[config.mk]
export PLATFORM = sky130hd
export DESIGN_NAME = aib_axi_chnl_deskew
export DESIGN_NICKNAME = d
export VERILOG_FILES = /design/src/rtl/aib_axi_deskew_pkg.sv /design/src/rtl/aib_deskew_fifo.sv /design/src/rtl/aib_axi_chnl_deskew.sv
export SDC_FILE = /design/constraint.sdc
export NUM_CORES = 2
export LEC_CHECK = 0
export BUFFER_PORTS_ARGS = -buffer_cell sky130_fd_sc_hd__buf_4
export CAP_MARGIN = 20
export CORE_MARGIN = 2
export CORE_UTILIZATION = 40
export DETAILED_ROUTE_END_ITERATION = 8
export GPL_ROUTABILITY_DRIVEN = 0
export RECOVER_POWER = 50
export SYNTH_ARGS = -nofsm -noshare
export SYNTH_HDL_FRONTEND = slang
export SYNTH_SLANG_ARGS = --single-unit
[constraint.sdc]
create_clock -name clk_wr -period 15.4 [get_ports clk_wr]
set_input_delay 0.77 -clock clk_wr [delete_from_list [all_inputs] [get_ports clk_wr]]
set_output_delay 0.77 -clock clk_wr [all_outputs]
set_load 0.1 [all_outputs]
[src/rtl/aib_axi_deskew_pkg.sv]
// aib_axi_deskew_pkg: shared deskew FSM states and alignment-marker constants.
package aib_axi_deskew_pkg;
  localparam int MARKER_W = 16;
  localparam logic [MARKER_W-1:0] ALIGN_PATTERN_DEF = 16'hA5C3;
  typedef enum logic [1:0] {IDLE, HUNT, LOCKED, ERROR} state_t;
endpackage

[src/rtl/aib_deskew_fifo.sv]
// aib_deskew_fifo: single-clock per-channel deskew FIFO; extra pointer bit separates full from empty.
module aib_deskew_fifo #(
  parameter int DEPTH = 8,
  parameter int WIDTH = 80
) (
  input  logic                     clk,
  input  logic                     rst,
  input  logic                     push,
  input  logic                     pop,
  input  logic                     flush,
  input  logic [WIDTH-1:0]         din,
  output logic [WIDTH-1:0]         dout,
  output logic                     full,
  output logic                     empty,
  output logic [$clog2(DEPTH):0]   count
);
  localparam int AW = $clog2(DEPTH);
  logic [WIDTH-1:0] mem [DEPTH];
  logic [AW:0] wr, rd;
  logic do_push, do_pop;
  assign do_pop = pop && !empty;
  // a pop frees the slot in the same cycle, so push onto a full FIFO is legal then
  assign do_push = push && (!full || do_pop);
  assign count = wr - rd;
  assign full = count == (AW+1)'(DEPTH);
  assign empty = wr == rd;
  assign dout = mem[rd[AW-1:0]];
  always_ff @(posedge clk or posedge rst)
    if (rst) begin
      wr <= '0;
      rd <= '0;
    end else if (flush) begin
      wr <= '0;
      rd <= '0;
    end else begin
      wr <= wr + (AW+1)'(do_push);
      rd <= rd + (AW+1)'(do_pop);
    end
  always_ff @(posedge clk)
    if (do_push && !flush) mem[wr[AW-1:0]] <= din;
endmodule

[src/rtl/aib_axi_chnl_deskew.sv]
// aib_axi_chnl_deskew: marker-hunts each AIB channel, buffers early ones and releases all in lockstep.
// Define AIB_AXI_DESKEW_STATS_EN to add skew_max, marker_mismatch and partial-marker errors.
module aib_axi_chnl_deskew
  import aib_axi_deskew_pkg::*;
#(
  parameter int NBR_CHNLS = 4,
  parameter int CHNL_DWIDTH = 80,
  parameter int FIFO_DEPTH = 8,
  parameter logic [MARKER_W-1:0] ALIGN_PATTERN = ALIGN_PATTERN_DEF,
  parameter int TIMEOUT_CYC = 1024
) (
  input  logic                             clk_wr,
  input  logic                             rst_wr,
  input  logic                             align_start,
  input  logic [NBR_CHNLS-1:0]             rx_online,
  input  logic [NBR_CHNLS-1:0]             rx_vld,
  input  logic [NBR_CHNLS*CHNL_DWIDTH-1:0] rx_data,
  output logic [NBR_CHNLS*CHNL_DWIDTH-1:0] data_out,
  output logic                             data_out_vld,
  output logic                             align_done,
  output logic                             align_err,
  output logic [NBR_CHNLS-1:0]             marker_seen
`ifdef AIB_AXI_DESKEW_STATS_EN
  ,
  output logic [$clog2(FIFO_DEPTH):0]      skew_max,
  output logic                             marker_mismatch
`endif
);
  localparam int CW = $clog2(FIFO_DEPTH) + 1;
  localparam int TW = $clog2(TIMEOUT_CYC) + 1;
  localparam int DW = NBR_CHNLS * CHNL_DWIDTH;
  state_t st, st_n;
  logic [NBR_CHNLS-1:0] marker, push, full, empty, seen_n;
  logic [NBR_CHNLS-1:0][CW-1:0] cnt;
  logic [DW-1:0] head;
  logic [TW-1:0] tmo;
  logic online, restart, pop, flush, ovf, err_x;
  for (genvar c = 0; c < NBR_CHNLS; c++) begin : g_ch
    assign marker[c] = rx_vld[c] &&
      rx_data[c*CHNL_DWIDTH + CHNL_DWIDTH - MARKER_W +: MARKER_W] == ALIGN_PATTERN;
    aib_deskew_fifo #(.DEPTH(FIFO_DEPTH), .WIDTH(CHNL_DWIDTH)) u_fifo (
      .clk(clk_wr),
      .rst(rst_wr),
      .push(push[c]),
      .pop(pop),
      .flush(flush),
      .din(rx_data[c*CHNL_DWIDTH +: CHNL_DWIDTH]),
      .dout(head[c*CHNL_DWIDTH +: CHNL_DWIDTH]),
      .full(full[c]),
      .empty(empty[c]),
      .count(cnt[c])
    );
  end
  assign online = &rx_online;
  assign restart = align_start && online;
  assign seen_n = marker_seen | marker;
  assign pop = st == LOCKED && !(|empty);
  // markers never enter a FIFO; before its own marker a channel's words are discarded
  assign push = st == HUNT ? rx_vld & ~marker & marker_seen : st == LOCKED ? rx_vld & ~marker : '0;
  assign ovf = |(push & full) && !pop;
  assign align_done = st == LOCKED;
  assign align_err = st == ERROR;
  always_ff @(posedge clk_wr or posedge rst_wr)
    if (rst_wr) st <= IDLE;
    else st <= st_n;
  always_comb begin
    st_n = st;
    if (st != IDLE && !online) st_n = IDLE;
    else if (restart) st_n = HUNT;
    else if (st == HUNT) st_n = (ovf || tmo == TW'(TIMEOUT_CYC - 1)) ? ERROR : &seen_n ? LOCKED : HUNT;
    else if (st == LOCKED && (ovf || err_x)) st_n = ERROR;
  end
  assign flush = restart || (st_n != HUNT && st_n != LOCKED);
  always_ff @(posedge clk_wr or posedge rst_wr)
    if (rst_wr) begin
      tmo <= '0;
      marker_seen <= '0;
      data_out <= '0;
      data_out_vld <= 1'b0;
    end else begin
      tmo <= restart ? '0 : st == HUNT ? tmo + 1'b1 : tmo;
      marker_seen <= restart ? '0 : st == HUNT ? seen_n : marker_seen;
      data_out_vld <= pop && !flush;
      if (pop && !flush) data_out <= head;
    end
`ifdef AIB_AXI_DESKEW_STATS_EN
  logic [CW-1:0] spread, hi, lo, occ;
  assign err_x = st == LOCKED && |marker && !(&marker);
  // occupancy spread after this cycle's pushes, i.e. as the FIFOs stand on entering LOCKED
  always_comb begin
    hi = '0;
    lo = '1;
    occ = '0;
    for (int c = 0; c < NBR_CHNLS; c++) begin
      occ = cnt[c] + CW'(push[c]);
      hi = occ > hi ? occ : hi;
      lo = occ < lo ? occ : lo;
    end
    spread = hi - lo;
  end
  always_ff @(posedge clk_wr or posedge rst_wr)
    if (rst_wr) begin
      skew_max <= '0;
      marker_mismatch <= 1'b0;
    end else begin
      marker_mismatch <= err_x;
      skew_max <= restart ? '0 : (st == HUNT && st_n == LOCKED && spread > skew_max) ? spread : skew_max;
    end
`else
  logic unused_cnt;
  assign err_x = 1'b0;
  assign unused_cnt = ^cnt;
`endif
endmodule

==> run metrics <==
FP Rows=roughly 190; maxcap violations=6; Yosys Warn Count=0; Final period util=0.471; Placed Area=roughly 120000 sq um; cts repair resizes=0; Area growth, synth to finish=16.2%; hold_sp=align_start; overall die height=roughly 530 microns; crit-path cells=clkbuf_1 > nand4b_1 > nor4_1 > a21oi_1 > nor4_1 > o41ai_2 > nor3_2 > buf_4 > buf_4 > buf_4 > buf_4 > nor2_1 > a21oi_1; setup_tns=0 ns; CP Data Required Time=approximately 16 ns; worst-margin pin slew=between 4 and 5 ns; drt drc=0; total global routing overflow=0; pin count of the biggest net entering global routing=182; commonest non-fill, non-tap cell in the layout=edfxtp_1; final worst slack=8.15 ns; Synth Area per Inst=approximately 21 sq um; DRT iter0 DRCs=between 4000 and 5000; CTS tree=built; clk_lat worst skew=about 0.91 ns; TritonRoute pass-1 iters=7; final instance area=128000 sq um; hold depth=4; Synth area leader=edfxtp_1; Setup crit end kind=flop; CTS Sinks=between 2000 and 3000; Post-synth top flop=edfxtp_1; failing checks=capacitance limit, slew limit; H-tree depth=5; Final Hold Viols=0; Worst-path clk slew=roughly 0.060 ns; leakage power of the design=40.6 nW; Post-synth ARST share=0.126; Post-Synthesis Cells=5127; Post-Syn Nets=between 5000 and 6000; #FFs+latches synth=between 2000 and 3000; Post-Route WL=roughly 250000 microns; post-layout net count=between 6000 and 7000; Port Buffer Count=roughly 660; library cells used by synthesis=50; Post-synth EDFFs=2560; status=finished, violations left; RSZ-0062 raised after global routing=false; number of antenna-violating nets in the routed design=0; r2r setup slk=around 8.5 ns; pre-CTS WS=8.34 ns; vias per cell=roughly 5.3; Crit Path Max Fanout=92; Root Buffer=clkbuf_16; Yosys top cell area share=0.700; Top Ports=658; maximum vdd drop=around 0.11 mV; Worst path max stage delay=1.65 ns; WP buf/inv=5; PD cells=approximately 130 nW/um^2; main area contributors after synthesis=edfxtp_1 (70%), mux4_2 (13%), dfrtp_1 (8.4%); Critical Path AT=8.07 ns; total track usage=0.179; initial core utilization=0.402; cell area after synthesis=110000 sq um; Final setup violation count=0; Startpoint Class=primary input; first-pass GRT wire length=between 300000 and 400000 microns; TritonCTS Buffers=around 310; reg-to-reg endpoint=g_ch[1].u_fifo.mem[3][53]; Max Clock Freq=about 0.14 GHz; Bufs on Longest Clock Path=4; r2r startpoint=g_ch[3].u_fifo.rd[1]; die area=around 280000 sq um; register area share after synthesis=0.784; commonest non-fill, non-tap cells in the layout=edfxtp_1 (2560), clkbuf_1 (658), mux4_2 (640); initial antenna violation count=85; Die W=528 microns; critical path class=in2reg; Core ar.=~270000 sq um; Hold Path Sink=st[1]; worst hold-check slack=0.186 ns; Tot Pwr=between 15 and 20 mW; DP HPWL=between 100000 and 150000 microns; r2r worst-path depth=15; Max Slew Vio Count=between 200 and 300; critical path's top delay family=buffers and inverters; minimum clock period=7.25 ns; skew final=~0.057 ns; Slew headroom=-2.30; vias=just over 50000; share of cells above drive strength 1=0.216; class of the tightest hold or removal check=in2reg; vias in the first global route=54200; CP max-delay cell=nor4_1; fillers=approximately 23000; drt wl/cell=between 20 and 30 microns; Crit path top cell by count=buf_4
-- synth_stat cells (4+ instances only) --
cell / count
nor4_1: 19
a21o_1: 5
nand4_1: 6
xnor2_1: 9
buf_1: 51
nor4b_1: 9
inv_1: 45
nor3_1: 11
clkbuf_1: 169
and3_1: 4
xor2_1: 17
ha_1: 29
nor4_2: 5
mux2i_1: 321
a21oi_1: 329
nand3_1: 17
dfrtp_1: 370
edfxtp_1: 2560
nor4bb_1: 8
nand2b_1: 8
nor2b_1: 8
mux4_2: 640
nand2_1: 20
or3_1: 4
buf_2: 42
nor2_1: 376
o21ai_0: 6
-- worst max-delay path by stage --
stage	slack (ns)	depth (start not counted)	to	from
2_1_floorplan	2.85	15	g_ch[3].u_fifo.mem[0][0]	g_ch[3].u_fifo.rd[1]
3_3_place_gp	7.83	16	g_ch[1].u_fifo.mem[3][61]	g_ch[2].u_fifo.rd[1]
3_5_place_dp	8.34	15	g_ch[2].u_fifo.mem[2][3]	g_ch[3].u_fifo.rd[1]
4_1_cts	8.32	15	g_ch[2].u_fifo.mem[2][62]	g_ch[3].u_fifo.rd[1]
5_1_grt	6.99	4	data_out[112]	rst_wr
6_report	8.15	13	data_out[246]	rx_data[231]
-- flip-flops by register name, summed over array words and instances (netlist names) --
name	flops
data_out_vld	1
tmo	11
g_ch.u_fifo.wr	16
g_ch.u_fifo.rd	16
st	2
marker_seen	4
g_ch.u_fifo.mem	2560
data_out	320
-- final cells by class --
class,instances,area [sq um],area share
inverters,46,174,0.00136
repair buffers,771,3740,0.0293
clock inverters,150,1780,0.0139
clock buffers,432,8540,0.0669
diodes,31,77.6,0.000608
flip-flops and latches,2930,86200,0.675
multi-input cells,1886,22600,0.177
well taps,3589,4490,0.0352
-- metal layers --
layer,track usage,routed length (microns)
met1,0.238,105000
met3,0.0478,18600
met2,0.289,122000
met4,0.0553,7300
met5,0,602
-- where the power goes --
part           switching (mW)  total [mW]  internal (mW)  leakage, nW
clock                    3.12        7.49           4.36         5.00
sequential            0.00472        8.65           8.64         28.1
combinational           0.124       0.150         0.0252         7.46
total                    3.25        16.3           13.0         40.6
-- repair_timing --
item                                   in CTS  in global routing
endpoints found under the hold margin      18                  0
setup buffers                               0                  0
hold buffers                                2                  0
-- stage by stage --
step	util	cells
after floorplan	-	5127
after global placement	0.436	9217
after detailed placement	0.436	9219
after CTS	0.474	9803
after global routing	0.467	9815
final	0.467	9835
-- worst min-delay path: stages --
cell and delay [ns]:
buf_4 0.09, nor3_1 0.05, o41ai_2 0.07, inv_2 0.05
-- logic make-up (layout without fill, tap and decap cells) --
family,count (synthesis),in the layout,share of synthesized area
AOI/OAI and AO/OA,358,358,0.0172
xor gates and xnor gates,28,28,0.00251
adders and majority gates,29,29,0.00330
buffers and inverters,311,1399,0.0113
DFF,2930,2930,0.784
muxes,961,961,0.161
other,0,31,0
and+or+nand+nor,510,510,0.0208
Note: power is estimated with default switching activity, not from simulation.
